[src/rtl/pulse_scheduler.sv]
// Round-robin scheduler sharing one delay-then-pulse timer between NCH requesters.
// The winner gets a pulse of its own latched width after its own latched delay, then a one-cycle ack.
module pulse_scheduler #(
    parameter int NCH = 4,
    parameter int DW  = 8,
    parameter int WW  = 4
) (
    input  logic              clk,
    input  logic              rst,
    input  logic [NCH-1:0]    req,
    input  logic [NCH*DW-1:0] delay_cfg,
    input  logic [NCH*WW-1:0] width_cfg,
    output logic [NCH-1:0]    grant,
    output logic [NCH-1:0]    pulse,
    output logic [NCH-1:0]    ack,
    output logic              busy
);

    localparam int PW = (NCH > 1) ? $clog2(NCH) : 1;

    typedef enum logic [1:0] {IDLE, DELAY, PULSE} state_t;

    state_t         state;
    logic [PW-1:0]  ptr;
    logic [PW-1:0]  sel;
    logic [DW-1:0]  d_lat;
    logic [WW-1:0]  w_lat;
    logic [DW-1:0]  dcnt;
    logic [WW-1:0]  wcnt;

    logic [NCH-1:0] eligible;
    logic           found;
    logic [PW-1:0]  pick;
    logic [PW-1:0]  idx;
    logic [PW-1:0]  next_ptr;
    logic [DW-1:0]  d_pick;
    logic [WW-1:0]  w_pick;

    // A channel being acked this cycle is excluded so it is not re-served straight away.
    always_comb begin
        eligible = req & ~ack;
        found    = 1'b0;
        pick     = '0;
        idx      = '0;
        for (int unsigned i = 0; i < NCH; i++) begin
            idx = PW'((32'(ptr) + i) % NCH);
            if (!found && eligible[idx]) begin
                found = 1'b1;
                pick  = idx;
            end
        end
    end

    always_comb begin
        d_pick   = '0;
        w_pick   = '0;
        next_ptr = (pick == PW'(NCH - 1)) ? '0 : pick + 1'b1;
        for (int unsigned i = 0; i < NCH; i++) begin
            if (PW'(i) == pick) begin
                d_pick = delay_cfg[i*DW +: DW];
                w_pick = width_cfg[i*WW +: WW];
            end
        end
    end

    always_ff @(posedge clk) begin
        if (rst) begin
            state <= IDLE;
            ptr   <= '0;
            sel   <= '0;
            d_lat <= '0;
            w_lat <= '0;
            dcnt  <= '0;
            wcnt  <= '0;
            grant <= '0;
            pulse <= '0;
            ack   <= '0;
            busy  <= 1'b0;
        end else begin
            case (state)
                IDLE: begin
                    ack <= '0;
                    if (found) begin
                        sel   <= pick;
                        d_lat <= (d_pick == '0) ? DW'(1) : d_pick;
                        w_lat <= (w_pick == '0) ? WW'(1) : w_pick;
                        grant <= NCH'(1) << pick;
                        ptr   <= next_ptr;
                        dcnt  <= '0;
                        busy  <= 1'b1;
                        state <= DELAY;
                    end
                end
                DELAY: begin
                    if (!req[sel]) begin
                        grant <= '0;
                        busy  <= 1'b0;
                        state <= IDLE;
                    end else if (dcnt == d_lat - 1'b1) begin
                        pulse <= grant;
                        wcnt  <= '0;
                        state <= PULSE;
                    end else begin
                        dcnt <= dcnt + 1'b1;
                    end
                end
                PULSE: begin
                    if (wcnt == w_lat - 1'b1) begin
                        pulse <= '0;
                        grant <= '0;
                        ack   <= grant;
                        busy  <= 1'b0;
                        state <= IDLE;
                    end else begin
                        wcnt <= wcnt + 1'b1;
                    end
                end
                default: begin
                    grant <= '0;
                    pulse <= '0;
                    ack   <= '0;
                    busy  <= 1'b0;
                    state <= IDLE;
                end
            endcase
        end
    end

endmodule

[config.mk]
export PLATFORM = sky130hd
export DESIGN_NAME = pulse_scheduler
export DESIGN_NICKNAME = d
export VERILOG_FILES = /design/src/rtl/pulse_scheduler.sv
export SDC_FILE = /design/constraint.sdc
export NUM_CORES = 1
export LEC_CHECK = 0
export ABC_AREA = 0
export ABC_CLOCK_PERIOD_IN_PS = 3000
export BUFFER_PORTS_ARGS = -buffer_cell sky130_fd_sc_hd__clkbuf_2
export CORE_MARGIN = 3
export CORE_UTILIZATION = 35
export CTS_CLUSTER_DIAMETER = 80
export CTS_CLUSTER_SIZE = 14
export DETAILED_ROUTE_END_ITERATION = 8
export SYNTH_ARGS = -nofsm -noshare
export SYNTH_HDL_FRONTEND = slang
export SYNTH_SLANG_ARGS = --single-unit
[constraint.sdc]
create_clock -name clk -period 3 [get_ports clk]
set_input_delay 0.6 -clock clk [delete_from_list [all_inputs] [get_ports clk]]
set_output_delay 0.6 -clock clk [all_outputs]
set_load 0.02 [all_outputs]
==> results of run 1 <==
-- worst paths after layout --
check	start	slack [ns]	end
max	req[0]	0.08	d_lat[0]
max reg2reg	ack[0]	0.11	d_lat[0]
min	pulse[0]	0.48	pulse[0]
min reg2reg	pulse[0]	0.48	pulse[0]
-- flip-flops by register name (all words and copies together), names as in the netlist, 4 cells and up --
signal	count
dcnt	8
d_lat	8
ack	4
wcnt	4
pulse	4
w_lat	4
grant	4
-- critical path: stages --
cell	delay (ns)
clkbuf_2	0.09
nor2b_1	0.14
a21oi_1	0.14
nor2_1	0.07
a311oi_2	0.34
inv_1	0.12
ha_2	0.19
nor2b_4	0.14
a22oi_1	0.14
o21ai_1	0.09
or4_1	0.54
o21ai_1	0.15
nand4_1	0.11
a311oi_2	0.25
-- where the power goes --
group	internal, W	switching [W]
registers	0.000620	0.0000677
clock network	0.000269	0.000196
logic	0.000362	0.000376
-- final cells by class --
class / instances / area [um2]
Inverter: 8 / 30.03
Sequential cell: 43 / 863.3
Clock buffer: 6 / 82.58
Fill cell: 725 / 3930
Timing Repair Buffer: 92 / 525.5
Clock inverter: 2 / 35.03
Multi-Input combinational cell: 251 / 1740
Tap cell: 99 / 123.9
-- through the flow --
stage	utilization [%]	instances
global route	46.39	501
global placement	44.43	492
finish	46.39	501
CTS	46.03	500
detailed placement	44.43	492
floorplan	-	320
-- cells by family (layout without fill, tap and decap cells) --
logic type	Yosys count	count (layout)	synth area share, %
AOI/OAI and AO/OA	84	84	22.77
buffers and inverters	26	108	4.460
xor gates and xnor gates	21	21	6.902
muxes	12	12	5.070
DFF	43	43	32.30
and+or+nand+nor	126	126	24.74
adders and majority gates	8	8	3.756
-- per-layer routing --
layer  up-vias  GRT usage, %
li1       1326             -
met1      1171         21.20
met2        44         28.35
met3         4         2.574
met4         0         2.930
met5         -             0
-- layout by cell type (no fill, tap or decap), drive strengths merged, types with 8 or more instances in the layout --
cell type / instances
a211oi: 11
a21oi: 20
a22oi: 14
buf: 26
clkbuf: 72
dfxtp: 43
ha: 8
inv: 8
mux2i: 9
nand2: 23
nor2: 39
nor2b: 16
nor3: 19
o21ai: 12
xnor2: 14
-- timing repair --
| item | 4_1_cts | 5_1_grt |
|---|---|---|
| endpoints found under the setup margin | 0 | 1 |
| setup buffers | 0 | 1 |
| hold buffers | 0 | 0 |
| gates resized for setup | 0 | 7 |
==> results.sh, run 1 <==
export IMPL_core_mm2=0.007331
export IMPL_antenna_cells=0
export IMPL_rsz0062_at_grt="yes"
export IMPL_p_leak_nw=1.434
export IMPL_fp_dieH_um=93.26
export IMPL_dp_hpwl_um=5472
export IMPL_synth_area_top_cells="dfxtp_1 (32%), nor2_1 (5.4%), xnor2_1 (4.6%), a22oi_1 (3.9%), a21oi_1 (3.8%)"
export IMPL_drive_above_1_share_pct=31.84
export IMPL_die_area_mm2=0.008697
export IMPL_drt_initial_drc_count=97
export IMPL_reg2reg_depth=14
export IMPL_nets=463
export IMPL_h_tree_depth=2
export IMPL_synth_cell_types=52
export IMPL_synth_seq_area_share_pct=32.30
export IMPL_syn_num_nets=382
export IMPL_syn_area_per_cell_um2=8.328
export IMPL_path_max_fanout=6
export IMPL_yosys_area_top_type_share_pct=32.30
export IMPL_drt_vias_per_instance=5.080
export IMPL_tightest_slew_ns=0.7111
export IMPL_p_total_w=0.001891
export IMPL_yosysMostFrequentCell="dfxtp_1"
export IMPL_fin_crit_sh_pct=97.35
export IMPL_peakVddDrop_uv=286.9
export IMPL_met1_length_um=3284
export IMPL_clock_fmax_ghz=0.3424
export IMPL_dpl_instance_area_mm2=0.003257
export IMPL_hold_ws_ns=0.4841
export IMPL_wl_met3_um=209
export IMPL_hold_depth=1
export IMPL_io_pins=67
export IMPL_synth_area_mm2=0.002665
export IMPL_outcome="finished clean"
export IMPL_root_buffer="clkbuf_8"
export IMPL_power_per_cell_area_mw_per_mm2=556.0
export IMPL_drv_cap=0
export IMPL_synth_warnings=0
export IMPL_synthTopCellsByCount="dfxtp_1 (43), nor2_1 (38), nand2_1 (22)"
export IMPL_clock_skew_ns=0.01021
export IMPL_grt_pass1_wl_um=11380
export IMPL_clk_pin_slew_ns=0.08
export IMPL_criticalPathCategory="in2reg"
export IMPL_final_area_mm2=0.003401
export IMPL_cts_sink_count=43
export IMPL_dr_pass1_iters=4
export IMPL_syn_instance_count=320
export IMPL_critPathRequiredTime_ns=3.20
export IMPL_ys_flop_type="dfxtp_1"
export IMPL_place_ws_ns=-0.2441
export IMPL_vias=2545
export IMPL_grtUsageTotal_pct=16.22
export IMPL_num_rows=31
export IMPL_post_drt_wl_per_cell_um=13.85
export IMPL_routed_wl_um=6937
export IMPL_synth_edff_count=0
export IMPL_die_x_um=93.26
export IMPL_wl_met2_um=3404
export IMPL_gr_total_overflow=0
export IMPL_hold_viol=0
export IMPL_min_period_ns=2.921
export IMPL_async_flop_share_pct=0
export IMPL_arrival_ns=3.12
export IMPL_hp_class="reg2reg"
export IMPL_area_growth_pct=27.61
export IMPL_drc=0
export IMPL_tns_ns=0
export IMPL_setup_ws_ns=0.07938
export IMPL_port_buffers=66
export IMPL_grt_pass1_vias=2405
export IMPL_synth_top_cell_by_area="dfxtp_1"
export IMPL_cp_end_kind="flop"
export IMPL_maxSlewViolCount=0
export IMPL_slew_headroom_pct=52.60
export IMPL_grt_max_degree=33
export IMPL_gp_congestion=0.8344
export IMPL_antenna_found_initial=0
export IMPL_clock_latency_ns=0.29
export IMPL_cp_start_kind="input port"
export IMPL_cts_tree="built"
export IMPL_start_util_pct=36.35
export IMPL_setup_viol=0
export IMPL_clockBufferDepth=2
export IMPL_highest_layer="met4"
export IMPL_ant_nets=0
export IMPL_ys_seq_elements=43
export IMPL_numCtsBuffers=5
Note: power is estimated with default switching activity, not from simulation.
==> run 2, diff against run 1 <==
--- a/config.mk
+++ b/config.mk
@@ -5,9 +5,9 @@
 export SDC_FILE = /design/constraint.sdc
 export NUM_CORES = 1
 export LEC_CHECK = 0
-export ABC_AREA = 0
-export ABC_CLOCK_PERIOD_IN_PS = 3000
+export ABC_AREA = 1
 export BUFFER_PORTS_ARGS = -buffer_cell sky130_fd_sc_hd__clkbuf_2
+export CAP_MARGIN = 15
 export CORE_MARGIN = 3
 export CORE_UTILIZATION = 35
 export CTS_CLUSTER_DIAMETER = 80
==> run 2 against run 1 <==
  * Die area up 7.5%
  * Global-route usage grew 0.52 points
  * Sequential power grew 27%
  * Register-to-register slack better by 0.22 ns
  * Non-clock buffer count is 17 lower
  * Via count rose by 23%
  * Routed wire length up 12%
  * Highest routed layer unchanged
==> results.sh, run 2 <==
export IMPL_outcome="finished clean"
export IMPL_p_leak_nw=1.550
export IMPL_criticalPathCategory="reg2reg"
export IMPL_switching_power_w=0.002186
export IMPL_synth_cell_types=35
export IMPL_p_comb_share_pct=69.8
export IMPL_p_clk_share_pct=9.1
export IMPL_num_rows=32
export IMPL_reg_top3="d_lat: 8 flops, dcnt: 8 flops"
export IMPL_ys_seq_elements=43
export IMPL_syn_area_per_cell_um2=6.316
export IMPL_io_pins=67
export IMPL_h_tree_depth=2
export IMPL_setup_ws_ns=0.3269
export IMPL_synth_area_mm2=0.002880
export IMPL_grt_max_degree=30
export IMPL_cts_tree="built"
export IMPL_grt_pass1_vias=2959
export IMPL_clock_fmax_ghz=0.3741
export IMPL_root_buffer="clkbuf_8"
export IMPL_peakVddDrop_uv=543.2
export IMPL_path_max_fanout=10
export IMPL_vias=3129
export IMPL_arrival_ns=2.86
export IMPL_drt_vias_per_instance=5.014
export IMPL_area_growth_pct=19.16
export IMPL_hp_class="reg2reg"
export IMPL_core_mm2=0.007848
export IMPL_syn_instance_count=456
export IMPL_syn_num_nets=518
export IMPL_hold_ws_ns=0.4685
export IMPL_setup_viol=0
export IMPL_slew_headroom_pct=47.78
export IMPL_hold_viol=0
export IMPL_dr_pass1_iters=4
export IMPL_cts_sink_count=43
export IMPL_synth_edff_count=0
export IMPL_tns_ns=0
export IMPL_maxSlewViolCount=0
export IMPL_min_period_ns=2.673
export IMPL_gp_congestion=0.8605
export IMPL_cp_end_kind="flop"
export IMPL_routed_wl_um=7739
export IMPL_seqPwrFrac_pct=21.1
export IMPL_antenna_found_initial=0
export IMPL_antenna_cells=0
export IMPL_synth_top_cell_by_area="dfxtp_1"
export IMPL_clockBufferDepth=2
export IMPL_ant_nets=0
export IMPL_critPathRequiredTime_ns=3.18
export IMPL_clk_pin_slew_ns=0.08
export IMPL_place_ws_ns=-0.01319
export IMPL_layout_commonest_cell="nand2_1"
export IMPL_async_flop_share_pct=0
export IMPL_nets=584
export IMPL_rsz0062_at_grt="no"
export IMPL_drive_above_1_share_pct=19.35
export IMPL_start_util_pct=36.70
export IMPL_dp_hpwl_um=6103
export IMPL_fin_cells=624
export IMPL_reg2reg_depth=20
export IMPL_synth_warnings=0
export IMPL_fp_dieH_um=96.72
export IMPL_die_area_mm2=0.009354
export IMPL_cp_start_kind="flop"
export IMPL_dpl_cell_count=617
export IMPL_synth_area_top_cells="dfxtp_1 (30%), nand2_1 (16%), nand3_1 (8.7%), a21oi_1 (7.8%), inv_1 (5.5%)"
export IMPL_synthTopCellsByCount="nand2_1 (124), nand3_1 (50), a21oi_1 (45)"
export IMPL_drc=0
export IMPL_clock_skew_ns=0.007837
export IMPL_ys_flop_type="dfxtp_1"
export IMPL_hold_depth=2
export IMPL_power_per_cell_area_mw_per_mm2=1213
export IMPL_tightest_slew_ns=0.7824
export IMPL_nFillCells=894
export IMPL_numCtsBuffers=5
export IMPL_post_drt_wl_per_cell_um=12.40
export IMPL_final_cell_mix="nand2_1 (122), clkbuf_2 (66), nand3_1 (50), a21oi_1 (45)"
export IMPL_grtUsageTotal_pct=16.74
export IMPL_clock_latency_ns=0.30
export IMPL_drv_cap=0
export IMPL_gr_total_overflow=0
export IMPL_synth_seq_area_share_pct=29.89
export IMPL_switching_share_pct=52.51
export IMPL_fin_crit_sh_pct=89.10
export IMPL_yosysMostFrequentCell="nand2_1"
export IMPL_cts_setup_buffers=0
export IMPL_grt_pass1_wl_um=13370
export IMPL_yosys_area_top_type_share_pct=29.89
export IMPL_die_x_um=96.72
export IMPL_port_buffers=66
export IMPL_p_int_w=0.001977
export IMPL_drt_initial_drc_count=108
-- run 2: cell types whose count changed in the layout (fill, tap and decap cells not counted), sizes merged, moves of 6 or more --
cell	change
nand2	+104
nand3	+43
inv	+38
o21ai	+27
a21oi	+25
buf	-17
nor3	-17
nor2b	-16
a22oi	-13
a211oi	-10
mux2i	-9
a221oi	-6
-- run 2: metrics by stage --
step / util (%) / total power [W] / instance area, um2
3_3_place_gp: 42.43 / 0.003736 / 3329
6_report: 43.73 / 0.004164 / 3432
2_1_floorplan: - / 0.003026 / 2880
4_1_cts: 43.54 / 0.004165 / 3417
3_5_place_dp: 42.43 / 0.003768 / 3329
5_1_grt: 43.73 / 0.004670 / 3432
-- run 2: per-layer routing --
metal  track usage, %  up-vias  share of wire [%]
li1                 -     1633                  -
met1            21.65     1413                 46
met2            28.45       75                 49
met3            3.461        8                4.7
met4            4.104        0                1.0
met5                0        -                  0
-- run 2: kinds of logic after synthesis --
family	after synthesis	share of synthesized area (%)
xor gates and xnor gates	17	5.430
AOI/OAI and AO/OA	96	17.94
DFF	43	29.89
buffers and inverters	62	9.166
and+or+nand+nor	230	34.10
adders and majority gates	8	3.475
-- run 2: worst paths after layout --
path / from / end / slack [ns]
worst max-delay path: ptr[0] / d_lat[0] / 0.33
worst max register to register: ptr[0] / d_lat[0] / 0.33
worst min-delay path: pulse[3] / pulse[3] / 0.47
worst min register to register: pulse[3] / pulse[3] / 0.47
-- run 2: timing repair --
item | in CTS | in global routing
hold buffers | 0 | 0
endpoints found under the hold margin | 0 | 0
endpoints found under the setup margin | 0 | 10
resized for setup | 0 | 6
-- run 2: worst max-delay path, cell delays in order, from the launching register on --
cell and delay [ns]:
dfxtp_4 0.41, inv_2 0.07, nand3_1 0.07, nand2_1 0.09
o21ai_2 0.16, inv_1 0.07, a21oi_1 0.18, or2_0 0.15
nand2_2 0.10, inv_1 0.10, ha_2 0.20, inv_1 0.06
nor2_1 0.09, buf_4 0.18, a22oi_1 0.07, o21ai_0 0.14
o21ai_0 0.13, nand3_1 0.10, nor2_1 0.05, nor2_1 0.08
a21oi_1 0.06
-- run 2: area by class of cell --
| class | instances | area [um2] | area share (%) |
|---|---|---|---|
| inverters | 46 | 175.2 | 5.104 |
| well taps | 102 | 127.6 | 3.719 |
| multi-input cells | 351 | 1767 | 51.48 |
| flip-flops and latches | 43 | 864.6 | 25.19 |
| repair buffers | 75 | 410.4 | 11.96 |
| clock buffers | 6 | 82.58 | 2.406 |
| clock inverters | 1 | 5.005 | 0.1458 |
-- run 2: power groups by stage --
stage	registers, W	logic, W	clock network, W
final	0.000876	0.00291	0.000380
after floorplan	0.000862	0.00216	0
after global routing	0.000900	0.00336	0.000413
after detailed placement	0.000885	0.00288	0
after CTS	0.000872	0.00290	0.000389
after global placement	0.000885	0.00285	0
